## src/rtl/led_seq.sv

```systemverilog
// led_seq: LED register write arbiter with a blink/rotate pattern sequencer.
// Define LED_SEQ_IRQ_EN to build the rotate step counter and wrap interrupt.
module led_seq #(
  parameter int unsigned      CNT_W      = 32,
  parameter logic [CNT_W-1:0] DEF_PERIOD = CNT_W'(50_000_000)
) (
  input  logic        Clk,
  input  logic        Reset_n,
  input  logic [1:0]  Addr,
  input  logic [31:0] Wd,
  input  logic        We,
  output logic [31:0] Rd,
  output logic [31:0] Led_Wd,
  output logic        Led_We,
  output logic        Irq
);

  typedef enum logic [1:0] {
    ST_STOP,
    ST_COUNT,
    ST_PUSH
  } state_e;

  state_e           state_q, state_d;
  logic [31:0]      data_q, data_d;
  logic [31:0]      pat_q, pat_d;
  logic [31:0]      led_wd_q, led_wd_d;
  logic [CNT_W-1:0] period_q, period_d;
  logic [CNT_W-1:0] cnt_q, cnt_d;
  logic [1:0]       mode_q, mode_d;
  logic             run_q, run_d;
  logic             phase_q, phase_d;
  logic             led_we_q, led_we_d;
  logic             irq_bit;

  logic wr_data, wr_ctrl, wr_per;
  logic go, tick;

`ifdef LED_SEQ_IRQ_EN
  logic [4:0] step_q, step_d;
  logic       irq_q, irq_d;
  assign irq_bit = irq_q;
`else
  assign irq_bit = 1'b0;
`endif

  assign wr_data = We && (Addr == 2'd0);
  assign wr_ctrl = We && (Addr == 2'd1);
  assign wr_per  = We && (Addr == 2'd2);
  assign tick    = (state_q == ST_COUNT) &&
                   (cnt_q == period_q - CNT_W'(1));

  always_comb begin
    data_d   = data_q;
    run_d    = run_q;
    mode_d   = mode_q;
    period_d = period_q;
    pat_d    = pat_q;
    cnt_d    = cnt_q;
    phase_d  = phase_q;
    state_d  = state_q;
    led_we_d = 1'b0;
    led_wd_d = led_wd_q;
`ifdef LED_SEQ_IRQ_EN
    step_d   = step_q;
    irq_d    = irq_q;
`endif
    if (wr_data) data_d = Wd;
    if (wr_ctrl) begin
      run_d  = Wd[2];
      mode_d = Wd[1:0];
    end
    if (wr_per) period_d = CNT_W'(Wd);
    go = run_d && (period_d != '0);

    // Any CPU write pre-empts a tick landing in the same cycle.
    if (wr_data || wr_ctrl) begin
      pat_d    = wr_data ? Wd : data_q;
      cnt_d    = '0;
      phase_d  = 1'b0;
      led_we_d = 1'b1;
      led_wd_d = pat_d;
      state_d  = go ? ST_PUSH : ST_STOP;
`ifdef LED_SEQ_IRQ_EN
      step_d   = 5'd0;
      if (wr_ctrl) irq_d = 1'b0;
`endif
    end else if (wr_per) begin
      cnt_d   = '0;
      state_d = (go && state_q != ST_STOP) ? ST_COUNT : ST_STOP;
    end else begin
      unique case (state_q)
        ST_STOP: begin
          cnt_d = '0;
          if (go) state_d = ST_COUNT;
        end
        ST_COUNT: begin
          if (!go) begin
            cnt_d   = '0;
            state_d = ST_STOP;
          end else if (tick) begin
            cnt_d = '0;
            unique case (mode_q)
              2'd1: begin
                phase_d = ~phase_q;
                pat_d   = phase_q ? data_q : 32'd0;
              end
              2'd2:    pat_d = {pat_q[30:0], pat_q[31]};
              2'd3:    pat_d = {pat_q[0], pat_q[31:1]};
              default: pat_d = pat_q;
            endcase
            if (mode_q != 2'd0) begin
              state_d  = ST_PUSH;
              led_we_d = 1'b1;
              led_wd_d = pat_d;
            end
`ifdef LED_SEQ_IRQ_EN
            if (mode_q[1]) begin
              step_d = step_q + 5'd1;
              if (step_q == 5'd31) irq_d = 1'b1;
            end
`endif
          end else begin
            cnt_d = cnt_q + CNT_W'(1);
          end
        end
        ST_PUSH: state_d = go ? ST_COUNT : ST_STOP;
        default: state_d = ST_STOP;
      endcase
    end
  end

  always_ff @(posedge Clk) begin
    if (!Reset_n) begin
      state_q  <= ST_STOP;
      data_q   <= '0;
      run_q    <= 1'b0;
      mode_q   <= 2'd0;
      period_q <= DEF_PERIOD;
      pat_q    <= '0;
      cnt_q    <= '0;
      phase_q  <= 1'b0;
      led_we_q <= 1'b0;
      led_wd_q <= '0;
`ifdef LED_SEQ_IRQ_EN
      step_q   <= 5'd0;
      irq_q    <= 1'b0;
`endif
    end else begin
      state_q  <= state_d;
      data_q   <= data_d;
      run_q    <= run_d;
      mode_q   <= mode_d;
      period_q <= period_d;
      pat_q    <= pat_d;
      cnt_q    <= cnt_d;
      phase_q  <= phase_d;
      led_we_q <= led_we_d;
      led_wd_q <= led_wd_d;
`ifdef LED_SEQ_IRQ_EN
      step_q   <= step_d;
      irq_q    <= irq_d;
`endif
    end
  end

  always_comb begin
    unique case (Addr)
      2'd0:    Rd = data_q;
      2'd1:    Rd = {28'd0, irq_bit, run_q, mode_q};
      2'd2:    Rd = 32'(period_q);
      default: Rd = pat_q;
    endcase
  end

  assign Led_Wd = led_wd_q;
  assign Led_We = led_we_q;
  assign Irq    = irq_bit;

endmodule

```

## config.mk

```make
export PLATFORM = sky130hd
export DESIGN_NAME = led_seq
export DESIGN_NICKNAME = d
export VERILOG_FILES = /design/src/rtl/led_seq.sv
export SDC_FILE = /design/constraint.sdc
export NUM_CORES = 1
export LEC_CHECK = 0
export BUFFER_PORTS_ARGS = -buffer_cell sky130_fd_sc_hd__buf_2
export CORE_MARGIN = 10
export CORE_UTILIZATION = 35
export CTS_CLUSTER_SIZE = 12
export DETAILED_ROUTE_END_ITERATION = 12
export PLACE_DENSITY = 0.58
export SETUP_SLACK_MARGIN = 0.5
export SYNTH_ARGS = -nofsm -noshare
export SYNTH_HDL_FRONTEND = slang
export SYNTH_SLANG_ARGS = --single-unit
export TNS_END_PERCENT = 20
```

## constraint.sdc

```tcl
create_clock -name Clk -period 2.7 [get_ports Clk]
set_input_delay 0.54 -clock Clk [delete_from_list [all_inputs] [get_ports Clk]]
set_output_delay 0.54 -clock Clk [all_outputs]
set_load 0.02 [all_outputs]
```

# == After elaboration in Yosys (flattened, before gate mapping) ==
# Index checks and enable logic that the tools add are counted.
# word_totals
register_bits,167
input_bits,37
out_inout_bits,66
word_cells,86
# classes
addsub,2
n_eq_ne,12
n_mux,36
bitwise_logic,3
reduce_logical,23
# ops
operator,n
32-bit 2-to-1 mux,16
32-bit one-hot mux with 3 select lines,2
32-bit one-hot mux with 2 select lines,1
32-bit by 1-bit adder with 32-bit output (second input constant),1
32-bit equality test,1
32-bit nonzero test,1
32-bit by 1-bit subtractor with 32-bit output (second input constant),1
2-bit 2-to-1 mux,7
2-bit nonzero test,7
5-bit AND reduction,2
1-bit 2-to-1 mux,9
2-bit equality test (second input constant),4
2-bit by 1-bit equality test with 1-bit output (second input constant),3
1-bit logical AND,6
2-bit one-hot mux with 3 select lines,1
5-bit by 3-bit != test with 1-bit output (second input constant),1
5-bit by 4-bit != test with 1-bit output (second input constant),1
2-bit zero test,2
4-bit != test (second input constant),1
4-bit AND reduction,1
1-bit inverter,3
3-bit AND reduction,1
3-bit OR reduction,1
2-bit by 1-bit != test with 1-bit output (second input constant),1
other kinds (2),2

# == Longest topological paths before layout ==
# logic_depth
depth_word,9
depth_mapped,12
ltp_nobuf,11

# == Least setup slack after synthesis ==
# Ideal clock, no wire load.
# synth_path
path_type,register -> register
startpoint,register period_q[0]
endpoint,register cnt_q[21]
setup_ns,0.117
arrival_ns,2.849
required_ns,2.583
path_slack_ns,-0.266
path_stages_with_launch,13
cell_sequence,dfxtp_1 -> inv_1 -> ha_1 -> or3b_2 -> a2111oi_0 -> a21oi_1 -> nor4_1 -> nand4_1 -> nor4_1 -> nand4_1 -> a41oi_1 -> buf_2 -> nor2_1
# synth_between
elab_chain_cells,6
# synth_rtl
item,line_no,source
"start, declared",28,"logic [CNT_W-1:0] period_q, period_d;"
"start signal, assigned",154,period_q <= period_d;
32-bit by 1-bit subtractor with 32-bit output,51,(cnt_q == period_q - CNT_W'(1));
32-bit equality test,51,
1-bit logical AND,50,assign tick = (state_q == ST_COUNT) &&
32-bit 2-to-1 mux,101,end else if (tick) begin
32-bit 2-to-1 mux *,98,if (!go) begin
32-bit one-hot mux with 2 select lines *,92,unique case (state_q)
"end signal, assigned",156,cnt_q <= cnt_d;
"end, declared",29,"logic [CNT_W-1:0] cnt_q, cnt_d;"
# Mark *: on every way between the ends. The rest lies on a longest branch, timed or not.
# A chain may end at the register's enable or synchronous reset.

# == Final worst setup path ==
# layout_path
startpoint,register period_q[5]
endpoint,register cnt_q[27]
# The elaborated chain is that of the path after synthesis.

==> results.json <==
{
  "height_of_the_die_um": 186,
  "yosys_warnings": 0,
  "post_synth.cell_area_avg_sq_um": 8.29,
  "layout_setup_ws_ns": -0.320,
  "path_class": "flop to flop",
  "cpMaxStageDelayCell": "nor4_4",
  "rsz0062_at_grt": "yes",
  "route.antenna.remaining_nets": 0,
  "synth_top_family_by_area": "simple AND/OR/NAND/NOR gates",
  "synth_enable_flop_cells": 0,
  "critical_path_data_arrival_time_ns": 3.34,
  "cts.htree.levels": 4,
  "wl_per_cell_um": 20.2,
  "areaGrowthSynthToFinish_pct": 29.3,
  "worstPathMaxFanout": 15,
  "crit_required_ns": 3.02,
  "clk-insertion-delay-late_ns": 0.44,
  "hold_viol_final": 0,
  "core-area_sq_um": 27000,
  "hold_fix_buffer_count_after_cts": 0,
  "io_pins": 103,
  "drv_slew": 0,
  "timing.clock.skew_ns": 0.0138,
  "design.die.area_sq_um": 34600,
  "vias": 9425,
  "drt_drc_violations_left": 0,
  "overall_routed_net_length_um": 34000,
  "timing.critical_path.mode_cell": "buf_4",
  "clock_tree.buffer_depth": 2,
  "yosys.cell_types.count": 68,
  "drive_gt1_share_pct": 27.4,
  "yosys.area_share.xor_xnor_pct": 6.63,
  "timing.final.crit_share_pct": 112,
  "floorplan.initialDensity_pct": 35.7,
  "synth_compound_gate_area_share_pct": 20.7,
  "number_of_global_route_vias_before_repair": 9427,
  "violations": "negative setup slack",
  "final_net_count": 1373,
  "grt_antenna_before_repair": 1,
  "synth_simple_gate_area_share_pct": 22.5,
  "synth_top_cells_by_count": "dfxtp_1, nand2_1, nor2_1",
  "instances_no_fill": 1688,
  "dr_pass1_iterations": 4,
  "total_power_per_unit_cell_area_nw_per_um2": 475,
  "drt_iter0_markers": 682,
  "placement_rows": 60,
  "start_kind": "flop",
  "routabilityCongestion": 0.923,
  "worst_setup_path_end_kind": "flop",
  "final_critical_delay_including_setup_and_external_delays_ns": 3.02,
  "placedCellCount": 1644,
  "async_reset_ff_share_pct": 0,
  "tritoncts.num_buffers": 17,
  "yosys-top-cells-area": "dfxtp_1, mux2i_1, nand2_1",
  "die_x_um": 186,
  "p_total_mw": 5.93,
  "synth_mux_area_share_pct": 10.6,
  "netlist.area_leader.share_pct": 34.7,
  "synth_most_common_cell": "dfxtp_1",
  "clkSlewWorstSetupHoldPaths_ns": 0.07,
  "buffer_ports.inserted": 101,
  "grt_pass1_wl_um": 53300,
  "dominantRegCellSynth": "dfxtp_1",
  "cts_root_buf": "clkbuf_16",
  "grt.total_usage_pct": 19.6,
  "post_drt_via_cell_ratio": 5.58,
  "synth_area_leader_cell": "dfxtp_1",
  "dp_slack_ns": -0.582,
  "cts.sinks": 167,
  "worst_pin_slew_ns": 0.762,
  "power.ir.vdd_worst_uv": 413,
  "global_route.overflow_total": 0,
  "achievable-frequency_mhz": 331,
  "synth_fp_nets": 1202,
  "slowest_delay_ns": 0.38,
  "antenna_cells_inserted": 0,
  "final.hold.worst_slack_ns": 0.362,
  "status": "finished with violations",
  "post_synth_instance_area_sq_um": 9640,
  "synth_adder_area_share_pct": 0.259,
  "finalSetupViolations": 100,
  "grt_max_degree": 47,
  "synth-seq-area-share_pct": 34.7,
  "max-slew-margin-rel_pct": 49.2,
  "maxCapViolCount": 0,
  "worst_hold_path_type": "input port to flop",
  "synth_seq_cells": 167,
  "critical_path.cell_chain": "nor4_4 > buf_4 > buf_4 > nand2_2 > buf_6 > nor4_4 > xnor2_2 > buf_4 > nand2b_1 > nor4_2 > nand4_1 > a41oi_4 > buf_4 > buf_12 > nor2_1",
  "tritoncts": "done",
  "leakagePower_nw": 4.87,
  "post-route-util_pct": 46.1,
  "dp_hpwl_um": 25100,
  "syn_inst_count": 1163
}
-- cell type report --
class | count | area [sq um]
clock buffers | 18 | 439
clock inverters | 14 | 150
fillers | 2635 | 14600
flip-flops and latches | 167 | 3360
well taps | 341 | 427
multi-input cells | 891 | 6170
repair buffers | 246 | 1880
inverters | 11 | 41.3
-- metrics by stage --
stage | setup TNS (ns) | area, sq um
2_1_floorplan | -1.63 | 9740
3_3_place_gp | -37.97 | 11400
3_5_place_dp | -53.08 | 11400
4_1_cts | -23.53 | 12200
5_1_grt | -45.02 | 12500
6_report | -27.70 | 12500
-- per-layer routing --
layer / vias up / global-route usage, % / routed length, um
met5: - / 0 / 11
met1: 4497 / 25.8 / 15600
met4: 2 / 7.61 / 941
met2: 330 / 31.3 / 15400
li1: 4529 / - / -
met3: 67 / 3.24 / 2000
-- path summary, 6_finish.rpt --
| check | start | to | slack, ns | depth (start not counted) |
|---|---|---|---|---|
| min | Wd[22] | period_q[22] | 0.36 | 3 |
| max reg2reg | period_q[5] | cnt_q[27] | -0.32 | 15 |
| min reg2reg | Led_Wd[7] | Led_Wd[7] | 0.46 | 2 |
| max | period_q[5] | cnt_q[27] | -0.32 | 15 |
-- report_power, final --
group,total (mW),switching [mW],internal [mW]
Clock,2.48,1.22,1.27
Sequential,2.58,0.0643,2.52
Combinational,0.862,0.493,0.369
Total,5.93,1.77,4.15
-- cell usage in the layout (no fill, tap or decap), types with 32 or more instances in the layout --
master,instances
a211oi_1,57
a21oi_1,35
buf_2,89
buf_4,130
dfxtp_1,156
mux2i_1,64
nand2_1,162
nand3_1,34
nor2_1,93
nor2b_1,55
o21ai_0,41
o2bb2ai_1,32
xnor2_1,32
xor2_1,39
-- flip-flops by register name, summed over array words and instances, names as in the netlist --
| name | cells |
|---|---|
| run_q | 1 |
| cnt_q | 32 |
| state_q | 2 |
| Led_We | 1 |
| period_q | 32 |
| Led_Wd | 32 |
| data_q | 32 |
| phase_q | 1 |
| mode_q | 2 |
| pat_q | 32 |
-- kinds of logic (layout without fill, tap and decap cells) --
| group | Yosys count | in the layout |
|---|---|---|
| AO/OA/AOI/OAI | 276 | 276 |
| XOR/XNOR | 73 | 73 |
| AND/OR/NAND/NOR | 444 | 444 |
| other | 1 | 1 |
| flip-flops | 167 | 167 |
| buffers and inverters | 105 | 289 |
| adder cells (fa/ha/maj) | 2 | 2 |
| multiplexers | 95 | 95 |
-- worst max-delay path, delay by kind of cell, from the launching register on --
| family | cells | cell delay, ns |
|---|---|---|
| and+or+nand+nor | 7 | 1.25 |
| buffers and inverters | 6 | 0.85 |
| DFF | 1 | 0.34 |
| AOI/OAI and AO/OA | 1 | 0.28 |
| xor gates and xnor gates | 1 | 0.18 |
-- repair_timing --
action | CTS | global route
cloned | 1 | 2
setup buffers | 6 | 3
setup endpoints to repair | 129 | 119
pin swaps | 21 | 14
gates resized for setup | 41 | 38
No activity file was read; power rests on OpenSTA's default activity.
